## src/rtl/mc_control.sv

```systemverilog
// Multi-cycle MIPS control FSM: sequences fetch/decode/execute/memory/writeback,
// drives datapath selects and enables, flags illegal opcodes and counts retired instructions.
module mc_control #(
    parameter int unsigned ALUCTL_W = 5,
    parameter int unsigned MEM_WAIT = 1,
    parameter int unsigned CNT_W    = 32
) (
    input  logic                clk,
    input  logic                rst,
    input  logic [5:0]          op,
    input  logic [5:0]          Funct,
    input  logic                zero,
    input  logic                gtz,
    input  logic                mem_ready,
    output logic [ALUCTL_W-1:0] ALUcontrol,
    output logic                ALUSrcA,
    output logic [1:0]          ALUSrcB,
    output logic                IorD,
    output logic                MemRead,
    output logic                MemWrite,
    output logic                IRWrite,
    output logic                MemtoReg,
    output logic                RegDst,
    output logic                RegWrite,
    output logic [1:0]          PCSource,
    output logic                PCWrite,
    output logic                illegal,
    output logic [3:0]          state,
    output logic [CNT_W-1:0]    instr_count
);

    typedef enum logic [3:0] {
        StFetch  = 4'd0,
        StDecode = 4'd1,
        StMemAdr = 4'd2,
        StMemRd  = 4'd3,
        StMemWb  = 4'd4,
        StMemWr  = 4'd5,
        StExec   = 4'd6,
        StAluWb  = 4'd7,
        StBranch = 4'd8,
        StJump   = 4'd9
    } state_e;

    localparam logic [5:0] OpRtype = 6'h00;
    localparam logic [5:0] OpLw    = 6'h23;
    localparam logic [5:0] OpSw    = 6'h2B;
    localparam logic [5:0] OpAddi  = 6'h08;
    localparam logic [5:0] OpBeq   = 6'h04;
    localparam logic [5:0] OpBgtz  = 6'h07;
    localparam logic [5:0] OpJ     = 6'h02;

    localparam logic [2:0] AluPass = 3'd0;
    localparam logic [2:0] AluAdd  = 3'd1;
    localparam logic [2:0] AluSub  = 3'd2;
    localparam logic [2:0] AluAnd  = 3'd3;
    localparam logic [2:0] AluOr   = 3'd4;
    localparam logic [2:0] AluSlt  = 3'd5;

    state_e             state_q, state_d;
    logic [CNT_W-1:0]   count_q, count_d;

    logic               mem_done;
    logic               funct_ok;
    logic [2:0]         funct_alu;
    logic [2:0]         alu_code;
    logic               retire;
    logic               mem_read_c, mem_write_c, ir_write_c, reg_write_c, pc_write_c;
    logic               illegal_c;

    assign mem_done = (MEM_WAIT == 0) || mem_ready;

    always_comb begin
        funct_ok  = 1'b1;
        funct_alu = AluAdd;
        case (Funct)
            6'h20:   funct_alu = AluAdd;
            6'h22:   funct_alu = AluSub;
            6'h24:   funct_alu = AluAnd;
            6'h25:   funct_alu = AluOr;
            6'h2A:   funct_alu = AluSlt;
            default: funct_ok  = 1'b0;
        endcase
    end

    always_comb begin
        state_d     = state_q;
        retire      = 1'b0;
        alu_code    = AluPass;
        ALUSrcA     = 1'b0;
        ALUSrcB     = 2'd0;
        IorD        = 1'b0;
        MemtoReg    = 1'b0;
        RegDst      = 1'b0;
        PCSource    = 2'd0;
        mem_read_c  = 1'b0;
        mem_write_c = 1'b0;
        ir_write_c  = 1'b0;
        reg_write_c = 1'b0;
        pc_write_c  = 1'b0;
        illegal_c   = 1'b0;
        case (state_q)
            StFetch: begin
                mem_read_c = 1'b1;
                ALUSrcB    = 2'd1;
                alu_code   = AluAdd;
                if (mem_done) begin
                    ir_write_c = 1'b1;
                    pc_write_c = 1'b1;
                    state_d    = StDecode;
                end
            end
            StDecode: begin
                ALUSrcB  = 2'd3;
                alu_code = AluAdd;
                if (op == OpLw || op == OpSw) begin
                    state_d = StMemAdr;
                end else if ((op == OpRtype && funct_ok) || op == OpAddi) begin
                    state_d = StExec;
                end else if (op == OpBeq || op == OpBgtz) begin
                    state_d = StBranch;
                end else if (op == OpJ) begin
                    state_d = StJump;
                end else begin
                    illegal_c = 1'b1;
                    state_d   = StFetch;
                end
            end
            StMemAdr: begin
                ALUSrcA  = 1'b1;
                ALUSrcB  = 2'd2;
                alu_code = AluAdd;
                state_d  = (op == OpLw) ? StMemRd : StMemWr;
            end
            StMemRd: begin
                mem_read_c = 1'b1;
                IorD       = 1'b1;
                if (mem_done) state_d = StMemWb;
            end
            StMemWb: begin
                reg_write_c = 1'b1;
                MemtoReg    = 1'b1;
                retire      = 1'b1;
                state_d     = StFetch;
            end
            StMemWr: begin
                mem_write_c = 1'b1;
                IorD        = 1'b1;
                if (mem_done) begin
                    retire  = 1'b1;
                    state_d = StFetch;
                end
            end
            StExec: begin
                ALUSrcA = 1'b1;
                if (op == OpRtype) begin
                    ALUSrcB  = 2'd0;
                    alu_code = funct_alu;
                end else begin
                    ALUSrcB  = 2'd2;
                    alu_code = AluAdd;
                end
                state_d = StAluWb;
            end
            StAluWb: begin
                reg_write_c = 1'b1;
                RegDst      = (op == OpRtype);
                retire      = 1'b1;
                state_d     = StFetch;
            end
            StBranch: begin
                ALUSrcA  = 1'b1;
                PCSource = 2'd1;
                if (op == OpBeq) begin
                    alu_code   = AluSub;
                    pc_write_c = zero;
                end else begin
                    alu_code   = AluPass;
                    pc_write_c = gtz;
                end
                retire  = 1'b1;
                state_d = StFetch;
            end
            StJump: begin
                PCSource   = 2'd2;
                pc_write_c = 1'b1;
                retire     = 1'b1;
                state_d    = StFetch;
            end
            default: state_d = StFetch;
        endcase
    end

    assign count_d = retire ? count_q + CNT_W'(1) : count_q;

    always_ff @(posedge clk or posedge rst) begin
        if (rst) begin
            state_q <= StFetch;
            count_q <= '0;
        end else begin
            state_q <= state_d;
            count_q <= count_d;
        end
    end

    // Reset lands the FSM in FETCH immediately, so strobes must be masked while it is held.
    assign MemRead     = mem_read_c & ~rst;
    assign MemWrite    = mem_write_c & ~rst;
    assign IRWrite     = ir_write_c & ~rst;
    assign RegWrite    = reg_write_c & ~rst;
    assign PCWrite     = pc_write_c & ~rst;
    assign illegal     = illegal_c & ~rst;
    assign ALUcontrol  = ALUCTL_W'(alu_code);
    assign state       = state_q;
    assign instr_count = count_q;

endmodule

```

## config.mk

```make
export PLATFORM = sky130hd
export DESIGN_NAME = mc_control
export DESIGN_NICKNAME = d
export VERILOG_FILES = /design/src/rtl/mc_control.sv
export SDC_FILE = /design/constraint.sdc
export NUM_CORES = 1
export LEC_CHECK = 0
export BUFFER_PORTS_ARGS = -buffer_cell sky130_fd_sc_hd__buf_2
export CORE_ASPECT_RATIO = 1.5
export CORE_UTILIZATION = 46
export CTS_CLUSTER_SIZE = 14
export DETAILED_ROUTE_END_ITERATION = 8
export HOLD_SLACK_MARGIN = 0.15
export PLACE_DENSITY = 0.77
export SYNTH_ARGS = -nofsm -noshare
export SYNTH_HDL_FRONTEND = slang
export SYNTH_SLANG_ARGS = --single-unit
```

## constraint.sdc

```tcl
create_clock -name clk -period 1.7 [get_ports clk]
set_input_delay 0.085 -clock clk [delete_from_list [all_inputs] [get_ports clk]]
set_output_delay 0.085 -clock clk [all_outputs]
set_load 0.05 [all_outputs]
```

==> results.yml <==
layout:
  final_common_cell: "buf_2"
  stdcell_area_um2: 3480
  n_antenna_cell: 0
  nets: 379
  final_cell_mix: "buf_2, buf_4, nand2_1"
  area_growth_pct: 58.6
  drive_above_1_share_pct: 54.7
cts:
  cts_made_buffers: 5
  clock_latency_ps: 300
  cts_tree: "yes"
  clock-root-buffer: "clkbuf_8"
  htreeDepth: 2
  path_clk_slew_ps: 80
  clk_path_buf_depth: 2
  cts_sinks: 36
global_routing:
  grt_start_max_net_pins: 37
  grt_overflow: 0
  grt_pass1_wl_mm: 10.0
  antenna_found_initial: 0
  grt_usage_pct: 25.9
  grt_pass1_vias: 2271
die:
  die_y_um: 86.6
  die_w_um: 58.4
  ios: 72
  dieArea_um2: 5060
  coreArea_um2: 4540
  num_rows: 30
  start_util_pct: 48.4
sta:
  slew_violations: 0
  finalCritPeriodShare_pct: 108
  clock_skew_ps: 8.96
  fmax_mhz: 546
  worst_slack_ps: -130
  finalCriticalPeriod_ps: 1830
  holdWs_ps: 172
  finalHoldViolCount: 0
  final-setup-viol-count: 4
  fin_tns_setup_ps: -299
  rsz0062_at_grt: "true"
critical_path:
  cp-end-kind: "output port"
  cp-startpoint: "state[0]"
  cp.required_ps: 1620
  critical_path_class: "flop to output port"
  cpPeakStageDelay_ps: 460
  crit_fanout: 7
  r2r_start: "state[0]"
  cp_slowest_cell: "dfrtp_2"
  worstPathArrival_ps: 1750
  cp_cell_sequence: "buf_12 > nor2b_1 > nor4_1 > o21a_2 > buf_8"
  critPathLaunchType: "flop"
pwr:
  leakagePower_nw: 1.65
  pwr-share-clk_pct: 26.8
  total_power_mw: 2.38
  power.share.switching_pct: 35.9
  p_per_area_nw_per_um2: 682
  combinationalPowerShare_pct: 33.1
  p_int_mw: 1.52
  seqPwrFrac_pct: 40.1
  switching_power_mw: 0.853
  vdd_drop_max_v: 0.000560
logic_synthesis:
  ys_seq_elements: 36
  synth_seq_area_share_pct: 41.0
  syn_area_um2: 2200
  avgSynthCellArea_um2: 8.86
  ys.flop_type: "dfrtp_1"
  synth-async-reset-ratio_pct: 100
  post_synth_num_cell_types: 44
  synth_cells: 248
  ys_warn_count: 0
  synth_edf_count: 0
run_status:
  violations: "setup timing"
  status: "complete, but fails checks"
placement:
  gp_congestion: 0.840
  placed_cell_area_um2: 3070
  portBuffers: 69
  dpl.hpwl_mm: 4.54
detailed_routing:
  vias: 2258
  routed_wl_mm: 6.34
  ant_nets: 0
  wl_per_cell_um: 14.9
  drt-vias-per-instance: 5.30
  drtIter0Drc: 47
  drt_first_pass_iters: 4
  route.detailed.drc: 0
min_path:
  worstHoldStart: "op[3]"
  hp-class: "input port to flop"
job:
  maxCapViolations: 0
cells in the mapped netlist (2+ instances only):
master | count | area share (%)
dfrtp_1 | 36 | 41
nor2_1 | 31 | 5.3
nand2_1 | 24 | 4.1
xnor2_1 | 18 | 7.2
nand3_1 | 17 | 3.9
xor2_1 | 17 | 6.8
nor3_1 | 13 | 3.0
inv_1 | 8 | 1.4
nand4_1 | 8 | 2.3
and3_1 | 7 | 2.0
a21oi_1 | 6 | 1.4
nand2b_1 | 6 | 1.7
or3_1 | 5 | 1.4
nor2b_1 | 4 | 1.1
nor4_1 | 4 | 1.1
buf_2 | 3 | 0.68
clkbuf_1 | 3 | 0.51
o41ai_1 | 3 | 1.2
a211o_1 | 2 | 0.80
and2_1 | 2 | 0.57
buf_4 | 2 | 0.68
mux2i_1 | 2 | 0.91
nor3_2 | 2 | 0.91
nor4bb_1 | 2 | 0.91
o21a_1 | 2 | 0.68
o21ai_0 | 2 | 0.46
or3b_2 | 2 | 0.80
layer usage:
layer / global-route usage, % / share of wire (%)
met1: 25.9 / 35
met2: 50.7 / 58
met3: 4.93 / 4.5
met4: 10.4 / 2.4
met5: 0 / 0
through the flow:
step	instances	setup WS [ps]	util, %
after floorplan	249	-194	-
after global placement	405	-63.6	67.5
after detailed placement	405	-72.2	67.5
after CTS	423	-79.6	73.6
after global routing	426	-201	76.7
final	426	-130	76.7
final cells by class:
cell class	count	area (µm²)
Multi-Input combinational cell	196	1560
Clock inverter	2	10.0
Timing Repair Buffer	114	795
Clock buffer	6	82.6
Sequential cell	36	925
Tap cell	64	80.1
Fill cell	327	1060
Inverter	8	30.0
sequential cells by signal, indices dropped and copies added, names as in the netlist:
| register | cells |
|---|---|
| instr_count | 32 |
| state | 4 |
what timing repair did:
item	in CTS	in global routing
hold buffers	2	0
buffers inserted	8	3
endpoints found under the setup margin	13	31
resized for setup	29	28
endpoints found under the hold margin	37	0
pin swaps	4	4
power groups by stage:
stage,Sequential (mW),Clock (mW),Combinational (mW)
2_1_floorplan,1.14,0,0.311
5_1_grt,0.957,0.684,0.840
6_report,0.953,0.637,0.787
4_1_cts,0.950,0.645,0.760
3_3_place_gp,0.963,0,0.693
3_5_place_dp,0.966,0,0.699
critical path, delay by kind of cell (launching register included):
| kind | cells | cell delay (ps) |
|---|---|---|
| compound gates | 1 | 240 |
| flops | 1 | 460 |
| buf+inv | 2 | 310 |
| simple gates | 2 | 450 |
cells by family after synthesis:
kind of cell	synth area share, %
buffers and inverters	3.42
xor gates and xnor gates	14.0
adders and majority gates	0.569
DFF	41.0
and+or+nand+nor	31.5
other	0.171
muxes	1.42
AOI/OAI and AO/OA	7.97
worst paths after layout:
path,endpoint,slack [ps],cells past startpoint
hold reg to reg,instr_count[31],480,1
setup / recovery,PCWrite,-130,5
setup reg to reg,instr_count[13],60,5
min in group asynchronous,instr_count[0],580,4
max in group asynchronous,instr_count[13],770,4
hold / removal,state[2],170,4
Note: power is estimated with default switching activity, not from simulation.
